--- src/rtl/lcd_seq.sv ---
// LCD panel sequencer: pulses the panel reset, plays the init ROM through lcd_spi,
// then forwards a user byte stream (with D/C flag) onto the same serializer.
//
// state          | meaning
// ST_RST_ASSERT  | panel reset held low for RST_CYCLES clocks
// ST_RST_WAIT    | panel reset released, waiting RST_WAIT clocks
// ST_FETCH       | synchronous ROM read of addr (addr==INIT_LEN ends the script)
// ST_DECODE      | dispatch ROM word: byte, delay or end marker
// ST_SEND        | byte presented to lcd_spi until done (ROM or user source)
// ST_DELAY       | script delay, byte*DELAY_UNIT clocks
// ST_IDLE        | init finished, accepting user bytes
module lcd_seq #(
    parameter int                     RST_CYCLES = 500_000,
    parameter int                     RST_WAIT   = 6_000_000,
    parameter int                     DELAY_UNIT = 50_000,
    parameter int                     INIT_LEN   = 64,
    parameter logic [INIT_LEN*10-1:0] INIT_ROM   = {INIT_LEN{10'h300}}
) (
    input  logic       clock,
    input  logic       reset_n,
    output logic [7:0] spi_data_o,
    output logic       spi_push_o,
    input  logic       spi_done_i,
    output logic       lcd_dc_o,
    output logic       lcd_cs_n_o,
    output logic       lcd_rst_n_o,
    output logic       init_done_o,
    input  logic [7:0] s_data_i,
    input  logic       s_dc_i,
    input  logic       s_valid_i,
    output logic       s_ready_o
);

    localparam int AW      = $clog2(INIT_LEN + 1);
    localparam int ROM_D   = 2 ** AW;
    localparam int DLY_MAX = 255 * DELAY_UNIT;
    localparam int RST_MAX = (RST_CYCLES > RST_WAIT) ? RST_CYCLES : RST_WAIT;
    localparam int CW      = $clog2(((DLY_MAX > RST_MAX) ? DLY_MAX : RST_MAX) + 1);

    typedef enum logic [2:0] {
        ST_RST_ASSERT,
        ST_RST_WAIT,
        ST_FETCH,
        ST_DECODE,
        ST_SEND,
        ST_DELAY,
        ST_IDLE
    } state_t;

    state_t          state;
    logic [CW-1:0]   cnt;
    logic [AW-1:0]   addr;
    logic [9:0]      rom_q;
    logic            from_rom;
    logic [9:0]      rom [ROM_D];

    // Addresses past the script read as end markers so the ROM index is full width.
    for (genvar i = 0; i < ROM_D; i++) begin : g_rom
        if (i < INIT_LEN) begin : g_word
            assign rom[i] = INIT_ROM[i*10 +: 10];
        end else begin : g_pad
            assign rom[i] = 10'h300;
        end
    end

    always_ff @(posedge clock or negedge reset_n) begin
        if (!reset_n) begin
            state       <= ST_RST_ASSERT;
            cnt         <= CW'(RST_CYCLES - 1);
            addr        <= '0;
            rom_q       <= '0;
            from_rom    <= 1'b0;
            spi_data_o  <= 8'h00;
            spi_push_o  <= 1'b0;
            lcd_dc_o    <= 1'b0;
            lcd_cs_n_o  <= 1'b1;
            lcd_rst_n_o <= 1'b0;
            init_done_o <= 1'b0;
            s_ready_o   <= 1'b0;
        end else begin
            case (state)
                ST_RST_ASSERT: begin
                    if (cnt == '0) begin
                        state       <= ST_RST_WAIT;
                        cnt         <= CW'(RST_WAIT - 1);
                        lcd_rst_n_o <= 1'b1;
                    end else begin
                        cnt <= cnt - CW'(1);
                    end
                end
                ST_RST_WAIT: begin
                    if (cnt == '0) begin
                        state <= ST_FETCH;
                        addr  <= '0;
                    end else begin
                        cnt <= cnt - CW'(1);
                    end
                end
                ST_FETCH: begin
                    if (addr == AW'(INIT_LEN)) begin
                        state       <= ST_IDLE;
                        init_done_o <= 1'b1;
                        s_ready_o   <= 1'b1;
                    end else begin
                        rom_q <= rom[addr];
                        state <= ST_DECODE;
                    end
                end
                ST_DECODE: begin
                    case (rom_q[9:8])
                        2'b00, 2'b01: begin
                            spi_data_o <= rom_q[7:0];
                            lcd_dc_o   <= rom_q[8];
                            spi_push_o <= 1'b1;
                            lcd_cs_n_o <= 1'b0;
                            from_rom   <= 1'b1;
                            state      <= ST_SEND;
                        end
                        2'b10: begin
                            if (rom_q[7:0] == 8'h00) begin
                                addr  <= addr + AW'(1);
                                state <= ST_FETCH;
                            end else begin
                                cnt   <= CW'(rom_q[7:0]) * CW'(DELAY_UNIT) - CW'(1);
                                state <= ST_DELAY;
                            end
                        end
                        default: begin
                            state       <= ST_IDLE;
                            init_done_o <= 1'b1;
                            s_ready_o   <= 1'b1;
                        end
                    endcase
                end
                ST_SEND: begin
                    // A user byte enters with push low; done is only honoured once push is up.
                    if (!spi_push_o) begin
                        spi_push_o <= 1'b1;
                        lcd_cs_n_o <= 1'b0;
                    end else if (spi_done_i) begin
                        spi_push_o <= 1'b0;
                        lcd_cs_n_o <= 1'b1;
                        if (from_rom) begin
                            addr  <= addr + AW'(1);
                            state <= ST_FETCH;
                        end else begin
                            state     <= ST_IDLE;
                            s_ready_o <= 1'b1;
                        end
                    end
                end
                ST_DELAY: begin
                    if (cnt == '0) begin
                        addr  <= addr + AW'(1);
                        state <= ST_FETCH;
                    end else begin
                        cnt <= cnt - CW'(1);
                    end
                end
                ST_IDLE: begin
                    if (s_valid_i && s_ready_o) begin
                        spi_data_o <= s_data_i;
                        lcd_dc_o   <= s_dc_i;
                        s_ready_o  <= 1'b0;
                        from_rom   <= 1'b0;
                        state      <= ST_SEND;
                    end
                end
                default: state <= ST_RST_ASSERT;
            endcase
        end
    end

endmodule
--- config.mk ---
export PLATFORM = sky130hd
export DESIGN_NAME = lcd_seq
export DESIGN_NICKNAME = d
export VERILOG_FILES = /design/src/rtl/lcd_seq.sv
export SDC_FILE = /design/constraint.sdc
export NUM_CORES = 1
export LEC_CHECK = 0
export CORE_UTILIZATION = 45
export CTS_CLUSTER_DIAMETER = 200
export DETAILED_ROUTE_END_ITERATION = 7
export PLACE_DENSITY_LB_ADDON = 0.05
export SLEW_MARGIN = 20
export SYNTH_ARGS = -nofsm -noshare
export SYNTH_HDL_FRONTEND = slang
export SYNTH_SLANG_ARGS = --single-unit
--- constraint.sdc ---
create_clock -name clock -period 2.8 [get_ports clock]
set_input_delay 0.56 -clock clock [delete_from_list [all_inputs] [get_ports clock]]
set_output_delay 0.56 -clock clock [all_outputs]
set_load 0.02 [all_outputs]
==> load_flow_metrics.sql, run 1 <==
INSERT INTO impl_metrics (metric_group, metric, value, unit) VALUES
('synthesis', 'post_synth_and_or_nand_nor_area_fraction', '26.0', '%'),
('floorplan', 'core-area', '5680', 'sq um'),
('synthesis', 'synth_compound_area_share', '13.8', '%'),
('setup_path', 'data_required_critical_path', '2.98', 'ns'),
('synthesis', 'synthArstFlopShare', '100', '%'),
('synthesis', 'synth_nets', '323', ''),
('sta', 'setup_viol', '0', ''),
('floorplan', 'fp.dieH', '79.7', 'microns'),
('clock_tree', 'clk_pin_slew_worst_paths', '0.09', 'ns'),
('setup_path', 'arrival', '2.83', 'ns'),
('floorplan', 'die-width', '79.7', 'microns'),
('synthesis', 'syn_inst', '306', ''),
('cells_and_area', 'finish.cell_count_without_fillers', '404', ''),
('cells_and_area', 'layout_commonest_cell', 'sky130_fd_sc_hd__dfrtp_1', ''),
('clock_tree', 'cts_root_buf', 'sky130_fd_sc_hd__clkbuf_8', ''),
('synthesis', 'netlist_area', '2720', 'sq um'),
('synthesis', 'synth.yosys.seq_area_share', '46.6', '%'),
('sta', 'period_share', '94.5', '%'),
('global_route', 'aggregate_global_route_resource_usage', '21.0', '%'),
('global_route', 'grt_first_pass_wirelength', '10300', 'microns'),
('hold_path', 'hp-class', 'primary input to asynchronous set/reset pin', ''),
('power_and_ir_drop', 'p_clk_share', '15.6', '%'),
('cells_and_area', 'drive_above_1_share', '13.9', '%'),
('clock_tree', 'cts_tree', 'done', ''),
('placement', 'dpl-instance-area', '3070', 'sq um'),
('power_and_ir_drop', 'power.leakage', '1.31', 'nW'),
('cells_and_area', 'total_area_of_sequential_cells', '1270', 'sq um'),
('placement', 'finalWeightedCongestion', '0.788', ''),
('sta', 'timing_max_transition_violations_final', '0', ''),
('placement', 'buffers_added_on_ports', '26', ''),
('route', 'wl_per_cell', '14.5', 'microns'),
('global_route', 'largest_net_degree_at_the_start_of_global_routing', '34', ''),
('synthesis', 'syn-mean-instance-area', '8.87', 'sq um'),
('sta', 'timing.hold.ws', '0.163', 'ns'),
('cells_and_area', 'post-route-cell-area', '3180', 'sq um'),
('clock_tree', 'cts_max_path_buffers', '2', ''),
('status', 'outcome', 'completed', ''),
('clock_tree', 'clk_latency', '0.31', 'ns'),
('clock_tree', 'clock_tree.htree_level_count', '2', ''),
('power_and_ir_drop', 'cell_internal_pwr', '0.00188', 'W'),
('sta', 'actual_transition_at_the_worst_max_transition_pin', '0.576', 'ns'),
('power_and_ir_drop', 'vdd.ir_drop.worst', '0.489', 'mV'),
('floorplan', 'placementRows', '27', ''),
('route', 'drt_drc_violations_left', '0', ''),
('setup_path', 'crit_fanout', '9', ''),
('global_route', 'via_count_of_the_first_global_routing_pass', '2254', ''),
('cells_and_area', 'layout_common_cells', 'sky130_fd_sc_hd__dfrtp_1, sky130_fd_sc_hd__nor2_1, sky130_fd_sc_hd__clkdlybuf4s50_1, sky130_fd_sc_hd__o21ai_0, sky130_fd_sc_hd__nand2_1', ''),
('setup_path', 'critical_path.endpoint_type', 'flip-flop', ''),
('sta', 'post-route-min-period', '2.65', 'ns'),
('clock_tree', 'post_cts_repair_resize_count', '0', ''),
('setup_path', 'worstSetupStartpointType', 'flip-flop', ''),
('synthesis', 'synth_cell_type_count', '41', ''),
('route', 'antenna_left', '0', ''),
('power_and_ir_drop', 'power_density', '976', 'nW/um^2'),
('power_and_ir_drop', 'power_frac_seq', '43.0', '%'),
('global_route', 'antenna_found_initial', '0', ''),
('setup_path', 'start_to_end_type_of_the_worst_setup_path', 'flip-flop to flip-flop', ''),
('clock_tree', 'cts_num_sinks', '50', ''),
('sta', 'setup_total_negative_slack', '0', 'ns'),
('synthesis', 'ys.flop_type', 'sky130_fd_sc_hd__dfrtp_1', ''),
('sta', 'report.final.hold_viol_count', '0', ''),
('synthesis', 'synth_xor_xnor_area_share', '0', '%'),
('floorplan', 'pin_count', '27', ''),
('placement', 'dpl.cell_count', '396', ''),
('sta', 'grt_setup_unrepaired', 'false', ''),
('power_and_ir_drop', 'comb_power_share', '41.3', '%'),
('synthesis', 'synth_top_family_by_area', 'simple AND/OR/NAND/NOR gates', ''),
('synthesis', 'synthAdderAreaFrac', '1.84', '%'),
('sta', 'fmax', '0.378', 'GHz'),
('cells_and_area', 'multi_input_area', '1310', 'sq um'),
('flow_run', 'max_cap_viol_count', '0', '');
worst paths after layout:
kind	startpoint	endpoint	slack [ns]	cells after the start
max	cnt[12]	cnt[10]	0.15	5
min	reset_n	cnt[19]	0.16	1
max reg2reg	cnt[12]	cnt[10]	0.15	5
min reg2reg	init_done_o	init_done_o	0.46	1
max in group asynchronous	reset_n	lcd_cs_n_o	1.85	2
min in group clock	init_done_o	init_done_o	0.46	1
critical path, cell delays in order, from the launching register on:
cell	delay [ns]
sky130_fd_sc_hd__dfrtp_1	0.41
sky130_fd_sc_hd__or4_1	0.58
sky130_fd_sc_hd__or4_1	0.64
sky130_fd_sc_hd__or3_1	0.55
sky130_fd_sc_hd__a211oi_1	0.27
sky130_fd_sc_hd__a31oi_1	0.07
cell families (layout without fill, tap and decap cells):
| logic type | count (synthesis) | count (layout) |
|---|---|---|
| AND/OR/NAND/NOR | 139 | 139 |
| adder cells (fa/ha/maj) | 4 | 4 |
| flip-flops | 50 | 50 |
| multiplexers | 17 | 17 |
| AO/OA/AOI/OAI | 60 | 60 |
| buffers and inverters | 36 | 62 |
power groups by stage:
| stage | logic (W) | registers, W | clock network (W) |
|---|---|---|---|
| finish | 0.00128 | 0.00134 | 0.000485 |
| global route | 0.00144 | 0.00139 | 0.000536 |
| CTS | 0.00129 | 0.00134 | 0.000505 |
| detailed placement | 0.00129 | 0.00135 | 0 |
| global placement | 0.00127 | 0.00134 | 0 |
| floorplan | 0.000824 | 0.00134 | 0 |
final cells by class:
class	instances	area share (%)
multi-input cells	220	41.1
repair buffers	38	10.9
clock buffers	8	3.46
inverters	16	1.89
flip-flops and latches	50	39.8
well taps	72	2.83
synthesized netlist by cell type (all sizes together), types with 3 or more instances:
master  number  share of area, %
a211oi       5               1.4
a21oi        8               1.5
a22o         3              0.97
a31oi        4              0.92
buf          6               1.1
clkbuf      14               1.9
dfrtp       38                35
dfstp       12                12
ha           4               1.8
inv         15               2.1
mux2         6               2.5
mux2i       11               4.1
nand2       22               3.0
nand2b       5               1.2
nand3       21               3.9
nor2        34               4.7
nor2b        3              0.69
nor3        16               2.9
nor4         8               1.8
o21ai       24               4.4
o31ai        4               1.1
or2          6               1.4
or3         11               2.5
or4          5               1.4
stage by stage:
stage	total power (W)	setup WS [ns]	util [%]
final	0.00310	0.153	56.0
after floorplan	0.00217	0.325	-
after detailed placement	0.00263	0.187	54.1
after global placement	0.00260	0.230	54.1
after global routing	0.00337	0.0143	56.0
after CTS	0.00314	0.159	56.0
per-layer routing:
layer	part of all wire, %	routed length [microns]	vias up	global-route usage [%]
li1	-	-	1141	-
met1	47	2750	1098	27.5
met2	48	2810	46	34.4
met3	4.0	236	5	3.77
met4	0.87	51	0	7.64
met5	0	0	-	0
state kept, by name, summed over array words and instances (netlist names), 3 cells and up:
signal	cells
state	3
cnt	24
spi_data_o	8
addr	7
No activity file was read; power rests on OpenSTA's default activity.
==> run 2: changes to the inputs <==
--- a/config.mk
+++ b/config.mk
@@ -5,9 +5,11 @@
 export SDC_FILE = /design/constraint.sdc
 export NUM_CORES = 1
 export LEC_CHECK = 0
+export ABC_AREA = 1
 export CORE_UTILIZATION = 45
 export CTS_CLUSTER_DIAMETER = 200
 export DETAILED_ROUTE_END_ITERATION = 7
+export MAX_ROUTING_LAYER = met4
 export PLACE_DENSITY_LB_ADDON = 0.05
 export SLEW_MARGIN = 20
 export SYNTH_ARGS = -nofsm -noshare
==> run 2 against run 1 <==
  * Area after synthesis increased by 10%
  * Count of clock-buffer cells in the layout decreased by 2
  * First-iteration DRC count rose by 8.2%
  * Die area grew 10%
  * Utilization down 2.8 points
  * Non-clock buffer count is 11 lower
  * Cell area rose by 6.8%
  * Highest routed layer unchanged
  * Largest cell class unchanged
  * Setup slack better by 0.55 ns
  * Worst hold slack better by 0.18 ns
  * Combinational power rose by 23%
  * Power is 6.6% higher
  * Synthesized cell count up 29%
==> load_flow_metrics.sql, run 2 <==
INSERT INTO impl_metrics (metric_group, metric, value, unit) VALUES
('status', 'outcome', 'completed', ''),
('cells_and_area', 'synthToLayoutAreaGrowth', '13.5', '%'),
('clock_tree', 'post_cts_repair_resize_count', '0', ''),
('clock_tree', 'cts_tree', 'done', ''),
('cells_and_area', 'fill_cells', '615', ''),
('route', 'detail_route.iter0.violations', '132', ''),
('cells_and_area', 'layout_common_cells', 'sky130_fd_sc_hd__nand2_1, sky130_fd_sc_hd__nand3_1, sky130_fd_sc_hd__inv_1, sky130_fd_sc_hd__nor2_1, sky130_fd_sc_hd__dfrtp_1', ''),
('floorplan', 'fp.dieArea', '6980', 'sq um'),
('global_route', 'grt_first_pass_wirelength', '11300', 'microns'),
('clock_tree', 'post_cts.repair.setup_buffers', '0', ''),
('clock_tree', 'cts_max_path_buffers', '2', ''),
('setup_path', 'crit_fanout', '33', ''),
('power_and_ir_drop', 'power.leakage', '1.64', 'nW'),
('global_route', 'via_count_of_the_first_global_routing_pass', '2480', ''),
('sta', 'max-slew-margin-rel', '50.3', '%'),
('route', 'wl_per_cell', '12.5', 'microns'),
('global_route', 'antenna_found_initial', '0', ''),
('setup_path', 'data_required_critical_path', '2.96', 'ns'),
('route', 'detailedRoute.firstPassIterationCount', '4', ''),
('sta', 'post-route-min-period', '2.10', 'ns'),
('sta', 'period_share', '75.0', '%'),
('synthesis', 'synthArstFlopShare', '100', '%'),
('sta', 'actual_transition_at_the_worst_max_transition_pin', '0.744', 'ns'),
('sta', 'timing.hold.ws', '0.343', 'ns'),
('floorplan', 'floorplan.initialDensity', '46.9', '%'),
('synthesis', 'ys.flop_type', 'sky130_fd_sc_hd__dfrtp_1', ''),
('floorplan', 'pin_count', '27', ''),
('global_route', 'largest_net_degree_at_the_start_of_global_routing', '51', ''),
('clock_tree', 'cts-hold-fix-buffers', '0', ''),
('sta', 'report.final.hold_viol_count', '0', ''),
('setup_path', 'start_to_end_type_of_the_worst_setup_path', 'flip-flop to flip-flop', ''),
('setup_path', 'critical_path.endpoint_type', 'flip-flop', ''),
('power_and_ir_drop', 'vdd.ir_drop.worst', '0.436', 'mV'),
('hold_path', 'hp-class', 'primary input to asynchronous set/reset pin', ''),
('flow_run', 'max_cap_viol_count', '0', ''),
('cells_and_area', 'top_register', 'cnt', ''),
('clock_tree', 'cts_buffers', '5', ''),
('synthesis', 'yosysWarnings', '0', ''),
('synthesis', 'syn-mean-instance-area', '7.58', 'sq um'),
('sta', 'timing_max_transition_violations_final', '0', ''),
('synthesis', 'synth_most_common_cell', 'sky130_fd_sc_hd__nand2_1', ''),
('sta', 'setup_viol', '0', ''),
('floorplan', 'placementRows', '29', ''),
('sta', 'fmax', '0.476', 'GHz'),
('placement', 'buffers_added_on_ports', '26', ''),
('setup_path', 'arrival', '2.26', 'ns'),
('clock_tree', 'cts_num_sinks', '50', ''),
('clock_tree', 'clock_tree.htree_level_count', '2', ''),
('setup_path', 'cell_with_the_most_instances_on_the_worst_path', 'sky130_fd_sc_hd__inv_1', ''),
('setup_path', 'max_stage_delay', '0.55', 'ns'),
('synthesis', 'synth_enable_flop_cells', '0', ''),
('placement', 'finalWeightedCongestion', '0.803', ''),
('floorplan', 'core-area', '6390', 'sq um'),
('setup_path', 'critical_path_slowest_stage_cell', 'sky130_fd_sc_hd__dfstp_2', ''),
('setup_path', 'crit_chain', 'inv_1 -> ha_1 -> nand2_1 -> nor2_2 -> nand3_2 -> nand2_2 -> nand2_4 -> inv_1 -> o21ai_0 -> nand3_1', ''),
('power_and_ir_drop', 'power_density', '974', 'nW/um^2'),
('cells_and_area', 'drive_above_1_share', '15.1', '%'),
('cells_and_area', 'reg_top3', 'cnt x24, spi_data_o x8, addr x7', ''),
('route', 'antenna_left', '0', ''),
('clock_tree', 'cts_root_buf', 'sky130_fd_sc_hd__clkbuf_8', ''),
('synthesis', 'syn_inst', '395', ''),
('synthesis', 'top_cells_by_area_synth', 'sky130_fd_sc_hd__dfrtp_1, sky130_fd_sc_hd__nand2_1, sky130_fd_sc_hd__dfstp_2', ''),
('synthesis', 'netlist_area', '2990', 'sq um'),
('setup_path', 'cp-startpoint', 'cnt[0]', ''),
('clock_tree', 'clk_latency', '0.31', 'ns'),
('synthesis', 'synth_top_area_share', '31.8', '%'),
('floorplan', 'die-width', '83.6', 'microns'),
('global_route', 'aggregate_global_route_resource_usage', '20.3', '%'),
('route', 'route.detailed.vias_per_inst', '5.08', ''),
('synthesis', 'synth_cell_type_count', '40', ''),
('cells_and_area', 'total_area_of_sequential_cells', '1270', 'sq um'),
('sta', 'clock_skew', '0.00888', 'ns'),
('sta', 'setup_total_negative_slack', '0', 'ns'),
('floorplan', 'fp.dieH', '83.6', 'microns'),
('setup_path', 'reg2reg_setup_slack', '0.70', 'ns'),
('synthesis', 'post_synth_most_frequent_cells', 'sky130_fd_sc_hd__nand2_1, sky130_fd_sc_hd__nand3_1, sky130_fd_sc_hd__inv_1, sky130_fd_sc_hd__nor2_1, sky130_fd_sc_hd__dfrtp_1', ''),
('synthesis', 'synth_top_cell_by_area', 'sky130_fd_sc_hd__dfrtp_1', ''),
('sta', 'grt_setup_unrepaired', 'false', ''),
('setup_path', 'reg2reg_from', 'cnt[0]', ''),
('synthesis', 'synth_nets', '412', ''),
('cells_and_area', 'antenna_cells', '0', ''),
('route', 'postRouteWirelength', '6280', 'microns'),
('route', 'route.vias.total', '2544', ''),
('cells_and_area', 'largest_register_ff_count', '24', ''),
('global_route', 'globalRoute.totalOverflow', '0', ''),
('setup_path', 'worstSetupStartpointType', 'flip-flop', ''),
('synthesis', 'synth-seq-cells', '50', ''),
('cells_and_area', 'multi_input_area', '1490', 'sq um'),
('cells_and_area', 'final_nets', '440', ''),
('placement', 'hpwl', '4450', 'microns'),
('cells_and_area', 'layout_commonest_cell', 'sky130_fd_sc_hd__nand2_1', ''),
('synthesis', 'synth.yosys.seq_area_share', '42.3', '%'),
('clock_tree', 'clk_pin_slew_worst_paths', '0.10', 'ns'),
('route', 'drt_drc_violations_left', '0', '');
## run 2: final timing paths
check | cells after the start | to
setup / recovery | 10 | cnt[10]
hold reg to reg | 1 | init_done_o
min in group clock | 1 | init_done_o
setup reg to reg | 10 | cnt[10]
hold / removal | 2 | cnt[20]
max in group asynchronous | 2 | cnt[22]
## run 2: cell type report
class	instances	share of cell area, %
timing repair buffer	27	7.74
sequential	50	37.3
clock inverter	2	0.368
tap	77	2.84
multi-input combinational	289	43.7
clock buffer	6	2.43
inverter	50	5.60
## run 2: cell families (layout without fill, tap and decap cells)
| logic type | Yosys count | count (layout) | synth area share, % |
|---|---|---|---|
| xor+xnor | 1 | 1 | 0.293 |
| fa+ha+maj | 4 | 4 | 1.67 |
| simple gates | 254 | 254 | 41.2 |
| flops | 50 | 50 | 42.3 |
| buf+inv | 56 | 85 | 8.07 |
| compound gates | 30 | 30 | 6.44 |
## run 2: metal layers
layer  part of all wire, %  global-route usage, %  up-vias
li1                      -                      -     1325
met1                    51                   28.3     1175
met2                    45                   30.9       39
met3                   3.2                   2.97        5
met4                  0.88                   5.86        0
met5                     0                      -        -
## run 2: worst max-delay path: cells and delay by family, from the launching register on
family,cells,cell delay (ns)
adder cells (fa/ha/maj),1,0.23
flip-flops,1,0.55
AND/OR/NAND/NOR,6,0.72
AO/OA/AOI/OAI,1,0.19
buffers and inverters,2,0.27
## run 2: where the power goes
group          switching [W]  total (W)  internal [W]  leakage, nW
combinational        0.00102    0.00158      0.000556        0.994
clock               0.000247   0.000446      0.000199       0.0472
sequential          0.000250    0.00129       0.00104        0.602
total                0.00152    0.00331       0.00179         1.64
## run 2: per-stage QoR
step           power [W]  cell area, sq um  utilization (%)  instances  worst slack [ns]
2_1_floorplan    0.00247              2990                -        395              1.17
3_3_place_gp     0.00286              3300             51.7        493             0.759
3_5_place_dp     0.00287              3300             51.7        493             0.702
4_1_cts          0.00334              3400             53.2        501             0.688
5_1_grt          0.00360              3400             53.2        501             0.431
6_report         0.00331              3400             53.2        501             0.701
==> run 3: changes to the inputs <==
==> constraint.sdc (replaced) <==
create_clock -name clock -period 1.8 [get_ports clock]
set_input_delay 0.36 -clock clock [delete_from_list [all_inputs] [get_ports clock]]
set_output_delay 0.36 -clock clock [all_outputs]
set_load 0.02 [all_outputs]
==> run 3 against run 2 <==
  * Flip-flop and latch count did not move
  * Count of clock-buffer cells in the layout rose by 1
  * Final cell count rose by 2.6%
  * Die area did not move
  * Non-clock buffer count rose by 13
  * Critical endpoint is now addr[3]
  * Fmax rose by 21%
  * Critical path type unchanged
  * Clock skew barely moved
  * Register-to-register slack got worse by 0.63 ns
  * Routed wire length rose by 3.9%
  * Sequential power rose by 56%
  * Clock power rose by 57%
  * Worst hold slack improved by 0.14 ns
==> load_flow_metrics.sql, run 3 (synthesis gave the netlist of run 2 again) <==
INSERT INTO impl_metrics (metric_group, metric, value, unit) VALUES
('global_route', 'aggregate_global_route_resource_usage', '20.0', '%'),
('setup_path', 'reg2reg_from', 'cnt[11]', ''),
('global_route', 'antenna_found_initial', '0', ''),
('route', 'drt_drc_violations_left', '0', ''),
('cells_and_area', 'total_area_of_sequential_cells', '1270', 'sq um'),
('sta', 'fmax', '0.578', 'GHz'),
('clock_tree', 'cts_root_buf', 'sky130_fd_sc_hd__clkbuf_8', ''),
('route', 'route.vias.total', '2594', ''),
('setup_path', 'critical_path.endpoint_type', 'flip-flop', ''),
('clock_tree', 'cts_buffers', '5', ''),
('placement', 'dpl.cell_count', '503', ''),
('power_and_ir_drop', 'power.leakage', '1.73', 'nW'),
('placement', 'buffers_added_on_ports', '26', ''),
('power_and_ir_drop', 'vdd.ir_drop.worst', '0.840', 'mV'),
('cells_and_area', 'fill_cells', '586', ''),
('global_route', 'globalRoute.totalOverflow', '0', ''),
('route', 'postRouteWirelength', '6520', 'microns'),
('sta', 'max-slew-margin-rel', '61.3', '%'),
('sta', 'setup_viol', '0', ''),
('route', 'routed-wl-met3', '225', 'microns'),
('clock_tree', 'clk_latency', '0.31', 'ns'),
('cells_and_area', 'final_nets', '453', ''),
('hold_path', 'hold_start', 'init_done_o', ''),
('route', 'm1WireLength', '3290', 'microns'),
('power_and_ir_drop', 'power_density', '1560', 'nW/um^2'),
('setup_path', 'timing.reg2reg.worst_path_depth', '9', ''),
('setup_path', 'arrival', '1.98', 'ns'),
('floorplan', 'floorplan.initialDensity', '46.9', '%'),
('setup_path', 'crit_fanout', '5', ''),
('route', 'wl_per_cell', '12.7', 'microns'),
('placement', 'finalWeightedCongestion', '0.811', ''),
('cells_and_area', 'synthToLayoutAreaGrowth', '21.1', '%'),
('cells_and_area', 'finish.cell_count_without_fillers', '514', ''),
('route', 'antenna_left', '0', ''),
('sta', 'timing.hold.ws', '0.481', 'ns'),
('clock_tree', 'cts_max_path_buffers', '2', ''),
('route', 'detail_route.iter0.violations', '112', ''),
('setup_path', 'crit-reg2reg-capture', 'addr[3]', ''),
('hold_path', 'timing.hold.worst_path_depth', '1', ''),
('global_route', 'via_count_of_the_first_global_routing_pass', '2407', ''),
('cells_and_area', 'antenna_cells', '0', ''),
('hold_path', 'hp-class', 'flip-flop to flip-flop', ''),
('setup_path', 'data_required_critical_path', '2.05', 'ns'),
('cells_and_area', 'layout_common_cells', 'sky130_fd_sc_hd__nand2_1, sky130_fd_sc_hd__nand3_1, sky130_fd_sc_hd__inv_1, sky130_fd_sc_hd__nor2_1, sky130_fd_sc_hd__dfrtp_1', ''),
('route', 'route.detailed.vias_per_inst', '5.05', ''),
('floorplan', 'die-width', '83.6', 'microns'),
('setup_path', 'reg2reg_setup_slack', '0.07', 'ns'),
('sta', 'actual_transition_at_the_worst_max_transition_pin', '0.581', 'ns'),
('sta', 'report.final.hold_viol_count', '0', ''),
('clock_tree', 'cts_tree', 'done', ''),
('setup_path', 'start_to_end_type_of_the_worst_setup_path', 'flip-flop to flip-flop', ''),
('sta', 'period_share', '96.1', '%'),
('global_route', 'grt_first_pass_wirelength', '11100', 'microns'),
('cells_and_area', 'top_register', 'cnt', ''),
('route', 'dr.max_layer_used', 'met4', ''),
('placement', 'hpwl', '4830', 'microns'),
('floorplan', 'fp.dieArea', '6980', 'sq um'),
('route', 'met2WireLength', '2930', 'microns'),
('clock_tree', 'clk_pin_slew_worst_paths', '0.09', 'ns'),
('sta', 'post-route-min-period', '1.73', 'ns'),
('sta', 'grt_setup_unrepaired', 'true', ''),
('floorplan', 'pin_count', '27', ''),
('sta', 'timing_max_transition_violations_final', '0', ''),
('cells_and_area', 'layout_commonest_cell', 'sky130_fd_sc_hd__nand2_1', ''),
('global_route', 'largest_net_degree_at_the_start_of_global_routing', '35', ''),
('floorplan', 'fp.dieH', '83.6', 'microns'),
('flow_run', 'max_cap_viol_count', '0', ''),
('setup_path', 'worstSetupStartpointType', 'flip-flop', ''),
('route', 'detailedRoute.firstPassIterationCount', '4', ''),
('cells_and_area', 'largest_register_ff_count', '24', ''),
('hold_path', 'min_delay_worst_endpoint', 'init_done_o', ''),
('clock_tree', 'clock_tree.htree_level_count', '2', ''),
('sta', 'clock_skew', '0.00895', 'ns'),
('floorplan', 'core-area', '6390', 'sq um'),
('cells_and_area', 'reg_top3', 'cnt x24, spi_data_o x8, addr x7', ''),
('floorplan', 'placementRows', '29', ''),
('cells_and_area', 'drive_above_1_share', '21.7', '%'),
('status', 'outcome', 'completed', ''),
('clock_tree', 'cts_num_sinks', '50', ''),
('cells_and_area', 'multi_input_area', '1570', 'sq um');
==> run 3: cell types whose count changed in the layout (fill, tap and decap cells not counted), moves of 4 or more <==
| cell | delta |
|---|---|
| sky130_fd_sc_hd__o21ai_2 | +4 |
| sky130_fd_sc_hd__buf_4 | +9 |
| sky130_fd_sc_hd__o21ai_0 | -6 |
| sky130_fd_sc_hd__nor2_1 | -6 |
==> run 3: stage by stage <==
| stage | area, sq um | TNS (ns) | utilization [%] | power (W) | setup slack, ns |
|---|---|---|---|---|---|
| after detailed placement | 3410 | 0 | 53.4 | 0.00469 | 0.0277 |
| after CTS | 3510 | 0 | 55.0 | 0.00540 | 0.0444 |
| after global placement | 3410 | 0 | 53.4 | 0.00467 | 0.0172 |
| final | 3620 | 0 | 56.8 | 0.00565 | 0.0711 |
| after global routing | 3620 | -0.0598 | 56.8 | 0.00608 | -0.0208 |
| after floorplan | 2990 | 0 | - | 0.00384 | 0.167 |
==> run 3: critical path, stage by stage (launching register included) <==
cell and delay [ns]:
sky130_fd_sc_hd__dfrtp_1 0.44, sky130_fd_sc_hd__nor2_4 0.15, sky130_fd_sc_hd__nand2_2 0.13, sky130_fd_sc_hd__nor2_4 0.12, sky130_fd_sc_hd__nand3_2 0.11, sky130_fd_sc_hd__buf_4 0.17
sky130_fd_sc_hd__a31oi_4 0.24, sky130_fd_sc_hd__buf_4 0.17, sky130_fd_sc_hd__nand3_1 0.07, sky130_fd_sc_hd__nand2_1 0.07
==> run 3: power breakdown <==
part	internal (W)	switching, W	leakage [nW]
clock network	0.000311	0.000391	0.0482
registers	0.00162	0.000398	0.600
logic	0.00116	0.00177	1.08
==> run 3: area by class of cell <==
| cell class | instances | share of cell area, % |
|---|---|---|
| Multi-Input combinational cell | 289 | 43.4 |
| Sequential cell | 50 | 35.0 |
| Timing Repair Buffer | 40 | 11.0 |
| Inverter | 50 | 5.42 |
| Tap cell | 77 | 2.66 |
| Clock buffer | 7 | 2.38 |
| Clock inverter | 1 | 0.138 |
==> run 3: how the worst max path moves through the flow <==
| stage | from | slack [ns] | cells past startpoint | end |
|---|---|---|---|---|
| after floorplan | cnt[0] | 0.17 | 12 | cnt[18] |
| after global placement | spi_done_i | 0.02 | 8 | addr[6] |
| after detailed placement | spi_done_i | 0.03 | 8 | addr[6] |
| after CTS | cnt[0] | 0.04 | 12 | cnt[18] |
| after global routing | cnt[9] | -0.02 | 9 | addr[4] |
| final | cnt[11] | 0.07 | 9 | addr[3] |
==> run 3: repair_timing <==
action | in CTS | in global routing
buffers inserted | 0 | 2
resized for setup | 1 | 34
pin swaps | 0 | 5
hold endpoints to repair | 14 | 0
hold buffers | 1 | 0
endpoints found under the setup margin | 1 | 25
==> run 3: layer usage <==
metal | vias to the layer above | track usage (%)
met5 | - | -
met4 | 0 | 6.01
met3 | 6 | 4.15
met2 | 46 | 29.8
met1 | 1185 | 27.6
li1 | 1357 | -
